[config.mk]
export PLATFORM = sky130hd
export DESIGN_NAME = phase_sequencer
export DESIGN_NICKNAME = d
export VERILOG_FILES = /design/src/rtl/phase_sequencer.sv
export SDC_FILE = /design/constraint.sdc
export NUM_CORES = 1
export LEC_CHECK = 0
export ABC_AREA = 0
export BUFFER_PORTS_ARGS = -buffer_cell sky130_fd_sc_hd__buf_4
export CORE_UTILIZATION = 55
export DETAILED_ROUTE_END_ITERATION = 7
export PLACE_DENSITY = 0.76
export SYNTH_ARGS = -nofsm -noshare
export SYNTH_HDL_FRONTEND = slang
export SYNTH_SLANG_ARGS = --single-unit
[constraint.sdc]
create_clock -name clk -period 7.59 [get_ports clk]
set_clock_uncertainty 0.05 [all_clocks]
set_input_delay 1.518 -clock clk [delete_from_list [all_inputs] [get_ports clk]]
set_output_delay 1.518 -clock clk [all_outputs]
set_load 0.02 [all_outputs]
[src/rtl/phase_sequencer.sv]
// Traffic-light phase timer: steps through NUM_PHASES programmable-length phases,
// optionally inserting a pedestrian phase at the end of a cycle.
module phase_sequencer #(
  parameter int unsigned      NUM_PHASES  = 4,
  parameter int unsigned      CNT_W       = 8,
  parameter logic [CNT_W-1:0] DEFAULT_DUR = CNT_W'(5),
  parameter logic [CNT_W-1:0] PED_DUR     = CNT_W'(7),
  parameter int unsigned      IDX_W       = (NUM_PHASES > 1) ? $clog2(NUM_PHASES) : 1
) (
  input  logic                  clk,
  input  logic                  rst_a_n,
  input  logic                  tick,
  input  logic                  run,
  input  logic                  clr,
  input  logic                  ped_req,
  input  logic                  cfg_we,
  input  logic [IDX_W-1:0]      cfg_idx,
  input  logic [CNT_W-1:0]      cfg_dur,
  output logic [NUM_PHASES-1:0] phase_oh,
  output logic [IDX_W-1:0]      phase_idx,
  output logic                  ped_en,
  output logic                  all_stop,
  output logic [CNT_W-1:0]      remaining,
  output logic                  phase_start,
  output logic                  cycle_done,
  output logic                  ped_pend
);

  localparam int unsigned      IDX_SPAN = 1 << IDX_W;
  localparam logic [IDX_SPAN-1:0] IDX_OK = IDX_SPAN'((64'(1) << NUM_PHASES) - 64'(1));
  localparam logic [IDX_W-1:0] LAST_IDX = IDX_W'(NUM_PHASES - 1);
  localparam logic [CNT_W-1:0] ONE      = CNT_W'(1);

  typedef enum logic [1:0] {S_IDLE, S_RUN, S_PED, S_PAUSE} state_t;

  state_t           state;
  logic             ret_ped;
  logic [CNT_W-1:0] dur_q [NUM_PHASES];
  logic [IDX_W-1:0] next_idx;
  logic [CNT_W-1:0] dur0_ld;
  logic [CNT_W-1:0] next_ld;
  logic [CNT_W-1:0] ped_ld;

  // A programmed duration of zero still occupies one tick.
  function automatic logic [CNT_W-1:0] load_val(input logic [CNT_W-1:0] d);
    return (d == '0) ? ONE : d;
  endfunction

  assign next_idx = phase_idx + IDX_W'(1);
  assign dur0_ld  = load_val(dur_q[0]);
  assign next_ld  = load_val(dur_q[next_idx]);
  assign ped_ld   = load_val(PED_DUR);

  // Duration registers; survive clr, only reset restores defaults.
  always_ff @(posedge clk or negedge rst_a_n) begin
    if (!rst_a_n) begin
      for (int i = 0; i < int'(NUM_PHASES); i++) dur_q[i] <= DEFAULT_DUR;
    end else if (cfg_we && IDX_OK[cfg_idx]) begin
      dur_q[cfg_idx] <= cfg_dur;
    end
  end

  always_ff @(posedge clk or negedge rst_a_n) begin
    if (!rst_a_n) begin
      state       <= S_IDLE;
      ret_ped     <= 1'b0;
      phase_oh    <= '0;
      phase_idx   <= '0;
      ped_en      <= 1'b0;
      all_stop    <= 1'b1;
      remaining   <= '0;
      phase_start <= 1'b0;
      cycle_done  <= 1'b0;
      ped_pend    <= 1'b0;
    end else begin
      phase_start <= 1'b0;
      cycle_done  <= 1'b0;
      if (clr) begin
        state     <= S_IDLE;
        ret_ped   <= 1'b0;
        phase_oh  <= '0;
        phase_idx <= '0;
        ped_en    <= 1'b0;
        all_stop  <= 1'b1;
        remaining <= '0;
        ped_pend  <= 1'b0;
      end else begin
        case (state)
          S_IDLE: begin
            if (run) begin
              state       <= S_RUN;
              phase_idx   <= '0;
              phase_oh    <= NUM_PHASES'(1);
              remaining   <= dur0_ld;
              phase_start <= 1'b1;
              all_stop    <= 1'b0;
            end
          end
          S_RUN: begin
            if (ped_req) ped_pend <= 1'b1;
            if (!run) begin
              state   <= S_PAUSE;
              ret_ped <= 1'b0;
            end else if (tick) begin
              if (remaining > ONE) begin
                remaining <= remaining - ONE;
              end else begin
                phase_start <= 1'b1;
                if (phase_idx != LAST_IDX) begin
                  phase_idx <= next_idx;
                  phase_oh  <= phase_oh << 1;
                  remaining <= next_ld;
                end else if (ped_pend || ped_req) begin
                  // Late request on the final tick is still served this cycle.
                  state     <= S_PED;
                  phase_oh  <= '0;
                  ped_en    <= 1'b1;
                  remaining <= ped_ld;
                  ped_pend  <= 1'b0;
                end else begin
                  phase_idx  <= '0;
                  phase_oh   <= NUM_PHASES'(1);
                  remaining  <= dur0_ld;
                  cycle_done <= 1'b1;
                end
              end
            end
          end
          S_PED: begin
            if (!run) begin
              state   <= S_PAUSE;
              ret_ped <= 1'b1;
            end else if (tick) begin
              if (remaining > ONE) begin
                remaining <= remaining - ONE;
              end else begin
                state       <= S_RUN;
                ped_en      <= 1'b0;
                phase_idx   <= '0;
                phase_oh    <= NUM_PHASES'(1);
                remaining   <= dur0_ld;
                phase_start <= 1'b1;
                cycle_done  <= 1'b1;
              end
            end
          end
          S_PAUSE: begin
            if (ped_req && !ret_ped) ped_pend <= 1'b1;
            if (run) state <= ret_ped ? S_PED : S_RUN;
          end
          default: state <= S_IDLE;
        endcase
      end
    end
  end

endmodule

Word level (Yosys, flattened, before mapping)
Cells that the tools add are included.
W data, S select, Z words.
{ "totals": {"output_inout_bits": 19, "register_bits": 54, "input_bits": 17, "word_cells": 164} }
{ "classes": {"addsub": 2, "n_bitwise": 2, "n_eq_ne": 24, "mux": 95, "reduce_logical": 22, "magnitude_cmp": 5} }
{ "ops": {"columns": ["cell", "count"], "rows": [
  ["$mux W8", 15],
  ["$mux W2", 22],
  ["$ne A3 B3 Y1 const B", 13],
  ["$mux W1", 36],
  ["$mux W4", 9],
  ["$bwmux W32", 1],
  ["$ne A4 B4 Y1 const B", 7],
  ["$pmux W8 S3", 1],
  ["$reduce_and A9 Y1", 2],
  ["$bmux W8 S2", 1],
  ["$demux W8 S2", 1],
  ["$logic_not A8 Y1", 2],
  ["$reduce_and A8 Y1", 2],
  ["$pmux W4 S3", 1],
  ["$pmux W1 S2", 5],
  ["$gt A8 B1 Y1 const B", 1],
  ["$pmux W2 S4", 1],
  ["$sub A8 B1 Y8 const B", 1],
  ["$ge A3 B3 Y1 const B", 2],
  ["$not A2 Y3", 2],
  ["$pmux W2 S3", 1],
  ["$reduce_and A6 Y1", 1],
  ["$reduce_bool A3 Y1", 2],
  ["$eq A2 B2 Y1 const B", 2],
  ["15 further kinds", 19]
]} }

Logic depth before layout (Yosys ltp)
Gate-level depths: netlist (run 1).
{ "logic_depth": {"ltp_word": 13, "depth_mapped": 9, "ltp_nobuf": 7} }

Worst setup path after synthesis (run 1)
Ideal clock, no wire load.
{ "synth_timing": {"path_type": "input -> register", "startpoint": "input run", "endpoint": "register remaining[1]", "path_slack_ns": 4.618, "n_path_buf": 1, "arrival_time_ns": 2.782, "cell_stages": 6, "cell_sequence": "clkbuf_1 -> o211a_1 -> a311oi_1 -> nor3_1 -> a21oi_1 -> a31oi_1"} }
{ "synth_via": {"elab_chain_cells": 2} }
{ "synth_rtl": {"columns": ["item", "line", "rtl"], "rows": [
  ["start, declared", "13", "input logic run,"],
  ["$ne A3 B3 Y1 (no source line)", null, null],
  ["$reduce_and A6 Y1 (no source line) (*)", null, null],
  ["end signal, assigned", "94", "remaining <= dur0_ld;"],
  ["end signal, assigned", "106", "remaining <= remaining - ONE;"],
  ["end signal, assigned", "112", "remaining <= next_ld;"],
  ["end, declared", "23", "output logic [CNT_W-1:0] remaining,"]
]} }
Every way passes the cells marked *; elsewhere a longest branch is shown, timed or not.
A chain may end at the register's enable or synchronous reset.

Worst setup path in the final report (run 1)
Same ends and word-level chain as after synthesis.

==> flow_summary_export.csv, run 1 <==
group,metric,value,unit
status,status,"completed",
yosys,ys_seq_area_share,45.6,%
placed_design,dpl_cell_area,3290,sq um
yosys,ys.flop_type,"dfrtp_1",
placed_design,hpwl,4.74,mm
clocking,numCtsBuffers,5,
power_and_ir_drop,p_leak,1.43,nW
global_routing,met3_usage,2.65,%
route,routed_wl,6.52,mm
setup_path,start_kind,"input port",
run,maxCapViolCount,0,
setup_path,cp_max_fo,10,
power_and_ir_drop,ir_drop,0.158,mV
setup_path,crit_family,"compound AO/OA/AOI/OAI gates",
cells_and_area,area_delta_synth_final,13.8,%
cells_and_area,finalInstanceArea,3400,sq um
floorplan,row_count,26,
power_and_ir_drop,total_power,0.00129,W
timing,slew_headroom,19.3,%
timing,slew_violations,0,
clocking,cts_sinks,54,
global_routing,grt_max_degree,55,
setup_path,cpPeakStageDelay,0.91,ns
yosys,syn_area_per_cell,11.1,sq um
setup_path,crit_required,7.72,ns
floorplan,io_pins,36,
setup_path,path_cells,"buf_4 -> o211a_1 -> a311oi_1 -> nor3_1 -> a21oi_1 -> a31oi_1",
global_routing,use_met1,35.3,%
route,vias_per_cell,6.18,
timing,max_freq,335,MHz
yosys,ys_types,53,
global_routing,antenna_found_initial,0,
floorplan,start_util,57.8,%
yosys,syn_area,2990,sq um
yosys,ys_ff_latch,54,
floorplan,die_h,75.7,um
yosys,synth-async-reset-ratio,100,%
route,wl_per_cell,17.6,um
worst_hold_path,hold_start,"phase_oh[3]$_DFFE_PN0P_",
cells_and_area,final_nets,324,
route,vias,2286,
setup_path,regToRegSetupSlack,4.81,ns
route,antenna_left,0,
setup_path,cp_slowest_cell,"a311oi_1",
setup_path,r2r.worst_path.cells,7,
global_routing,grt_remaining_overflow,0,
timing,rsz0062_at_grt,"no",
timing,worst_slew_pin_slew,1.21,ns
clocking,post-cts-setup-buffers,0,
floorplan,die_width,75.7,um
placed_design,gp_congestion,0.831,
floorplan,core_area,5170,sq um
worst_hold_path,hp-class,"reg -> reg",
yosys,yosysWarnings,0,
setup_path,reg2reg_from,"state[0]$_DFFE_PN0P_",
timing,post-route-min-period,2.98,ns
timing,setup_tns,0,ns
placed_design,io_buffers,35,
setup_path,crit_arrival,3.11,ns
clocking,holdBufCountCts,0,
clocking,cts.path.max_buffers,2,
global_routing,grt_usage,24.9,%
setup_path,end_kind,"flop",
clocking,clk_latency,0.30,ns
yosys,postSynthCellCount,269,
clocking,h-tree-depth,2,
clocking,cts_resized,0,
timing,finalHoldViolCount,0,
setup_path,critPathBufInv,1,
route,drt-initial-drc-count,164,
timing,setup_viol,0,
global_routing,grt_pass1_vias,2169,
setup_path,setup.worst_path.start,"run",
floorplan,die-area,5740,sq um
global_routing,grt-busiest-layer,"met2",
timing,fin_crit_sh,39.3,%
clocking,cts_tree,"built",
setup_path,cp.depth,6,
cells_and_area,finish.utilization,65.8,%
clocking,cts_root_buf,"clkbuf_8",
global_routing,grt_first_pass_wirelength,10.8,mm
cells_and_area,antenna_cells,0,
setup_path,worstReg2RegEnd,"remaining[1]$_DFFE_PN0P_",
power_and_ir_drop,powerDensity,380,nW/um^2
setup_path,criticalPathCategory,"in -> reg",
yosys,syn_nets,294,
cells_and_area,drive_above_1_share,33.0,%
clocking,path_clk_slew,0.10,ns
cells_and_area,fillers,404,
global_routing,grt.met2_usage,40.9,%
setup_path,crit_end,"remaining[1]$_DFFE_PN0P_",
yosys,synth-edff-count,0,
route,firstDrtPassIters,4,
route,drc,0,
report_power, final:
part / switching (W) / internal (W) / leakage [nW] / total, W
Combinational: 0.000372 / 0.000286 / 0.717 / 0.000659
Clock: 0.0000941 / 0.0000985 / 0.0514 / 0.000193
Sequential: 0.0000812 / 0.000360 / 0.664 / 0.000441
cells by family (layout without fill, tap and decap cells):
logic type	count (synthesis)	count (layout)	share of synthesized area (%)
buffers and inverters	20	51	2.59
AO/OA/AOI/OAI	71	71	16.4
flip-flops	54	54	45.6
XOR/XNOR	2	2	0.586
adder cells (fa/ha/maj)	8	8	3.35
multiplexers	41	41	18.4
AND/OR/NAND/NOR	73	73	13.1
routing by layer:
layer,share of wire (%),vias up,wire (um)
li1,-,1082,-
met1,46,1143,2990
met2,49,52,3220
met3,3.5,9,231
met4,1.1,0,74
met5,0,-,0
metrics by stage:
stage               setup slack [ns]  hold WS, ns  instances
detailed placement              4.39        0.435        362
global placement                4.41        0.423        362
floorplan                       4.62        0.424        269
CTS                             4.68        0.457        370
global route                    4.49        0.483        370
finish                          4.61        0.456        370
sequential cells by signal, summed over array words and instances, names as in the netlist:
signal	cells
ped_pend	1
dur_q	32
cycle_done	1
state	2
all_stop	1
ret_ped	1
phase_oh	4
phase_idx	2
ped_en	1
remaining	8
phase_start	1
area by class of cell:
class | count | area [sq um] | share of cell area, %
Multi-Input combinational cell | 195 | 1550 | 45.6
Sequential cell | 54 | 1360 | 40.0
Timing Repair Buffer | 35 | 263 | 7.72
Tap cell | 70 | 87.6 | 2.57
Clock buffer | 6 | 72.6 | 2.13
Clock inverter | 2 | 37.5 | 1.10
Inverter | 8 | 30.0 | 0.882
worst min path at each step:
stage,end,slack [ns],cells past startpoint
after floorplan,dur_q[11]$_DFFE_PN0P_,0.42,1
after global placement,phase_oh[3]$_DFFE_PN0P_,0.42,2
after detailed placement,phase_oh[3]$_DFFE_PN0P_,0.43,2
after CTS,phase_oh[3]$_DFFE_PN0P_,0.46,2
after global routing,dur_q[21]$_DFFE_PN0P_,0.48,1
final,phase_oh[3]$_DFFE_PN0P_,0.46,2
worst register-to-register path: cells and delay by family (launching register included):
family	cells	cell delay (ns)
AO/OA/AOI/OAI	3	1.19
adder cells (fa/ha/maj)	1	0.44
buffers and inverters	1	0.16
flip-flops	1	0.45
AND/OR/NAND/NOR	2	0.36
cells in the final DEF, fill, tap and decap left out, types with 5 or more instances in the layout:
cell      count
dfrtp_1      45
buf_4        35
mux2_2       32
nand2_1      17
o21ai_0      16
nor3_1       14
a21oi_1      11
dfstp_2       9
inv_1         8
mux4_2        8
nor2_1        8
ha_1          8
a22oi_1       6
clkbuf_8      5
cells in the mapped netlist (4+ instances only):
cell type | instances | area share, %
clkbuf_1 | 10 | 1.3
dfrtp_1 | 45 | 38
ha_1 | 8 | 3.3
nand2_1 | 17 | 2.1
nand2b_1 | 4 | 0.84
o21a_1 | 4 | 1.0
nor3_1 | 14 | 2.3
nor2b_1 | 4 | 0.84
a21oi_1 | 11 | 1.8
nor2_1 | 8 | 1.0
dfstp_2 | 9 | 7.9
nand3_1 | 4 | 0.67
mux2_2 | 32 | 12
o21ai_0 | 16 | 2.7
nor4_1 | 4 | 0.84
mux4_2 | 8 | 6.0
a22oi_1 | 6 | 1.5
inv_1 | 8 | 1.0
Note: power is estimated with default switching activity, not from simulation.
==> run 2: changes to the inputs <==
- CORE_UTILIZATION: 55 -> 52
- PLACE_DENSITY: 0.76 -> 0.75
- clock period: 7.59 -> 2.65 ns (I/O delays scaled with it)
==> run 2 against run 1 <==
  * Combinational power rose to 3.1 times the previous value
  * Critical path type is now reg -> reg
  * Register-to-register slack got worse by 4.6 ns
  * Utilization fell by 2.9 points
  * Sequential power rose to 2.8 times the previous value
==> flow_summary_export.csv, run 2 (synthesized netlist as in run 1, its figures left out) <==
group,metric,value,unit
status,status,"completed",
global_routing,grt_usage,24.8,%
cells_and_area,largest_register,"dur_q",
route,vias_per_cell,6.20,
setup_path,criticalPathCategory,"reg -> reg",
setup_path,setup.worst_path.start,"state[0]$_DFFE_PN0P_",
clocking,cts_resized,0,
cells_and_area,drive_above_1_share,35.2,%
setup_path,regToRegSetupSlack,0.20,ns
setup_path,critPathBufInv,1,
cells_and_area,largest_register_ffs,32,
clocking,path_clk_slew,0.10,ns
cells_and_area,largestRegisters,"dur_q: 32 flops, remaining: 8 flops, phase_oh: 4 flops",
setup_path,cp_slowest_cell,"or3b_2",
timing,rsz0062_at_grt,"no",
setup_path,r2r.worst_path.cells,7,
global_routing,grt_max_degree,55,
timing,setup_viol,0,
floorplan,row_count,27,
placed_design,gp_congestion,0.891,
setup_path,start_kind,"flop",
route,wl_met1,3.13,mm
setup_path,crit_required,2.84,ns
timing,post-route-min-period,2.45,ns
clocking,cts_tree,"built",
power_and_ir_drop,powerDensity,1110,nW/um^2
setup_path,crit_arrival,2.64,ns
route,firstDrtPassIters,5,
setup_path,cp.depth,7,
clocking,cts.path.max_buffers,2,
power_and_ir_drop,ir_drop,0.490,mV
clocking,holdBufCountCts,0,
floorplan,die_width,77.8,um
setup_path,crit_family,"simple AND/OR/NAND/NOR gates",
timing,fin_crit_sh,92.3,%
timing,slew_headroom,54.0,%
setup_path,crit_end,"remaining[4]$_DFFE_PN0P_",
setup_path,end_kind,"flop",
route,wl_met2,3.26,mm
cells_and_area,layout_common_cells,"dfrtp_1, buf_4, mux2_2",
clocking,h-tree-depth,2,
route,maxUsedRoutingLayer,"met4",
floorplan,io_pins,36,
power_and_ir_drop,p_leak,1.49,nW
setup_path,cpPeakStageDelay,0.48,ns
route,drc,0,
timing,worst_slew_pin_slew,0.690,ns
worst_hold_path,hp-class,"in -> async",
clocking,clk_latency,0.32,ns
cells_and_area,area_delta_synth_final,16.4,%
floorplan,core_area,5540,sq um
cells_and_area,finalInstanceArea,3480,sq um
global_routing,grt_remaining_overflow,0,
setup_path,reg2reg_from,"state[0]$_DFFE_PN0P_",
timing,max_freq,409,MHz
placed_design,io_buffers,35,
route,wl_per_cell,17.9,um
run,maxCapViolCount,0,
clocking,cts_sinks,54,
cells_and_area,antenna_cells,0,
route,drt-initial-drc-count,183,
route,wl_met3,366,um
floorplan,die_h,77.8,um
placed_design,hpwl,4.91,mm
timing,finalHoldViolCount,0,
setup_path,path_cells,"inv_1 -> ha_1 -> or3b_2 -> a21oi_1 -> nor2b_1 -> a22oi_1 -> o21ai_0",
setup_path,cp_max_fo,12,
timing,slew_violations,0,
floorplan,die-area,6060,sq um
global_routing,grt_first_pass_wirelength,11.6,mm
cells_and_area,final_nets,334,
setup_path,worstReg2RegEnd,"remaining[4]$_DFFE_PN0P_",
floorplan,start_util,54.0,%
placed_design,dpl_cell_area,3370,sq um
route,vias,2370,
route,routed_wl,6.85,mm
route,antenna_left,0,
cells_and_area,fillers,459,
clocking,post-cts-setup-buffers,0,
global_routing,grt_pass1_vias,2292,
global_routing,antenna_found_initial,0,
clocking,cts_root_buf,"clkbuf_8",
clocking,numCtsBuffers,5,
timing,setup_tns,0,ns
[run 2: cell types whose count changed in the layout (fill, tap and decap cells not counted)]
cell,delta
clkinvlp_4,-1
clkinv_4,+1
buf_4,+10
[run 2: worst min-delay path by stage]
stage	startpoint	end	slack (ns)	depth (start not counted)
after detailed placement	phase_oh[3]$_DFFE_PN0P_	phase_oh[3]$_DFFE_PN0P_	0.43	2
after global routing	rst_a_n	dur_q[23]$_DFFE_PN0P_	0.25	1
after floorplan	rst_a_n	cycle_done$_DFF_PN0_	0.18	0
after global placement	phase_oh[3]$_DFFE_PN0P_	phase_oh[3]$_DFFE_PN0P_	0.42	2
final	rst_a_n	ped_pend$_DFFE_PN0P_	0.18	1
after CTS	rst_a_n	state[1]$_DFFE_PN0P_	0.22	1
[run 2: layout make-up]
class                           count  area, sq um  area share, %
Clock buffer                        6         72.6           2.08
Clock inverter                      2         38.8           1.11
Inverter                            8         30.0          0.862
Multi-Input combinational cell    195         1550           44.5
Sequential cell                    54         1360           39.1
Tap cell                           72         90.1           2.59
Timing Repair Buffer               45          338           9.70
[run 2: metal layers]
| metal | track usage [%] | vias to the layer above |
|---|---|---|
| met1 | 34.1 | 1173 |
| met5 | 0 | - |
| li1 | - | 1103 |
| met4 | 6.98 | 0 |
| met3 | 5.29 | 10 |
| met2 | 39.6 | 84 |
[run 2: per-stage QoR]
stage | total power [W] | hold slack, ns | worst slack [ns] | utilization, % | instances
2_1_floorplan | 0.00265 | 0.184 | 0.106 | - | 269
3_3_place_gp | 0.00325 | 0.416 | 0.271 | 60.8 | 374
3_5_place_dp | 0.00327 | 0.432 | 0.245 | 60.8 | 374
4_1_cts | 0.00384 | 0.216 | 0.232 | 62.8 | 382
5_1_grt | 0.00412 | 0.255 | 0.00246 | 62.8 | 382
6_report | 0.00386 | 0.183 | 0.204 | 62.8 | 382
[run 2: report_power, final]
group          leakage, nW  total (W)  switching (W)  internal [W]
registers            0.664    0.00124       0.000204       0.00103
clock network       0.0554   0.000573       0.000289      0.000284
logic                0.768    0.00205        0.00114      0.000906
[run 2: worst reg2reg max path, cell delays in order (launching register included)]
cell and delay [ns]:
dfrtp_1 0.43, inv_1 0.12, ha_1 0.35, or3b_2 0.48
a21oi_1 0.33, nor2b_1 0.37, a22oi_1 0.14, o21ai_0 0.09
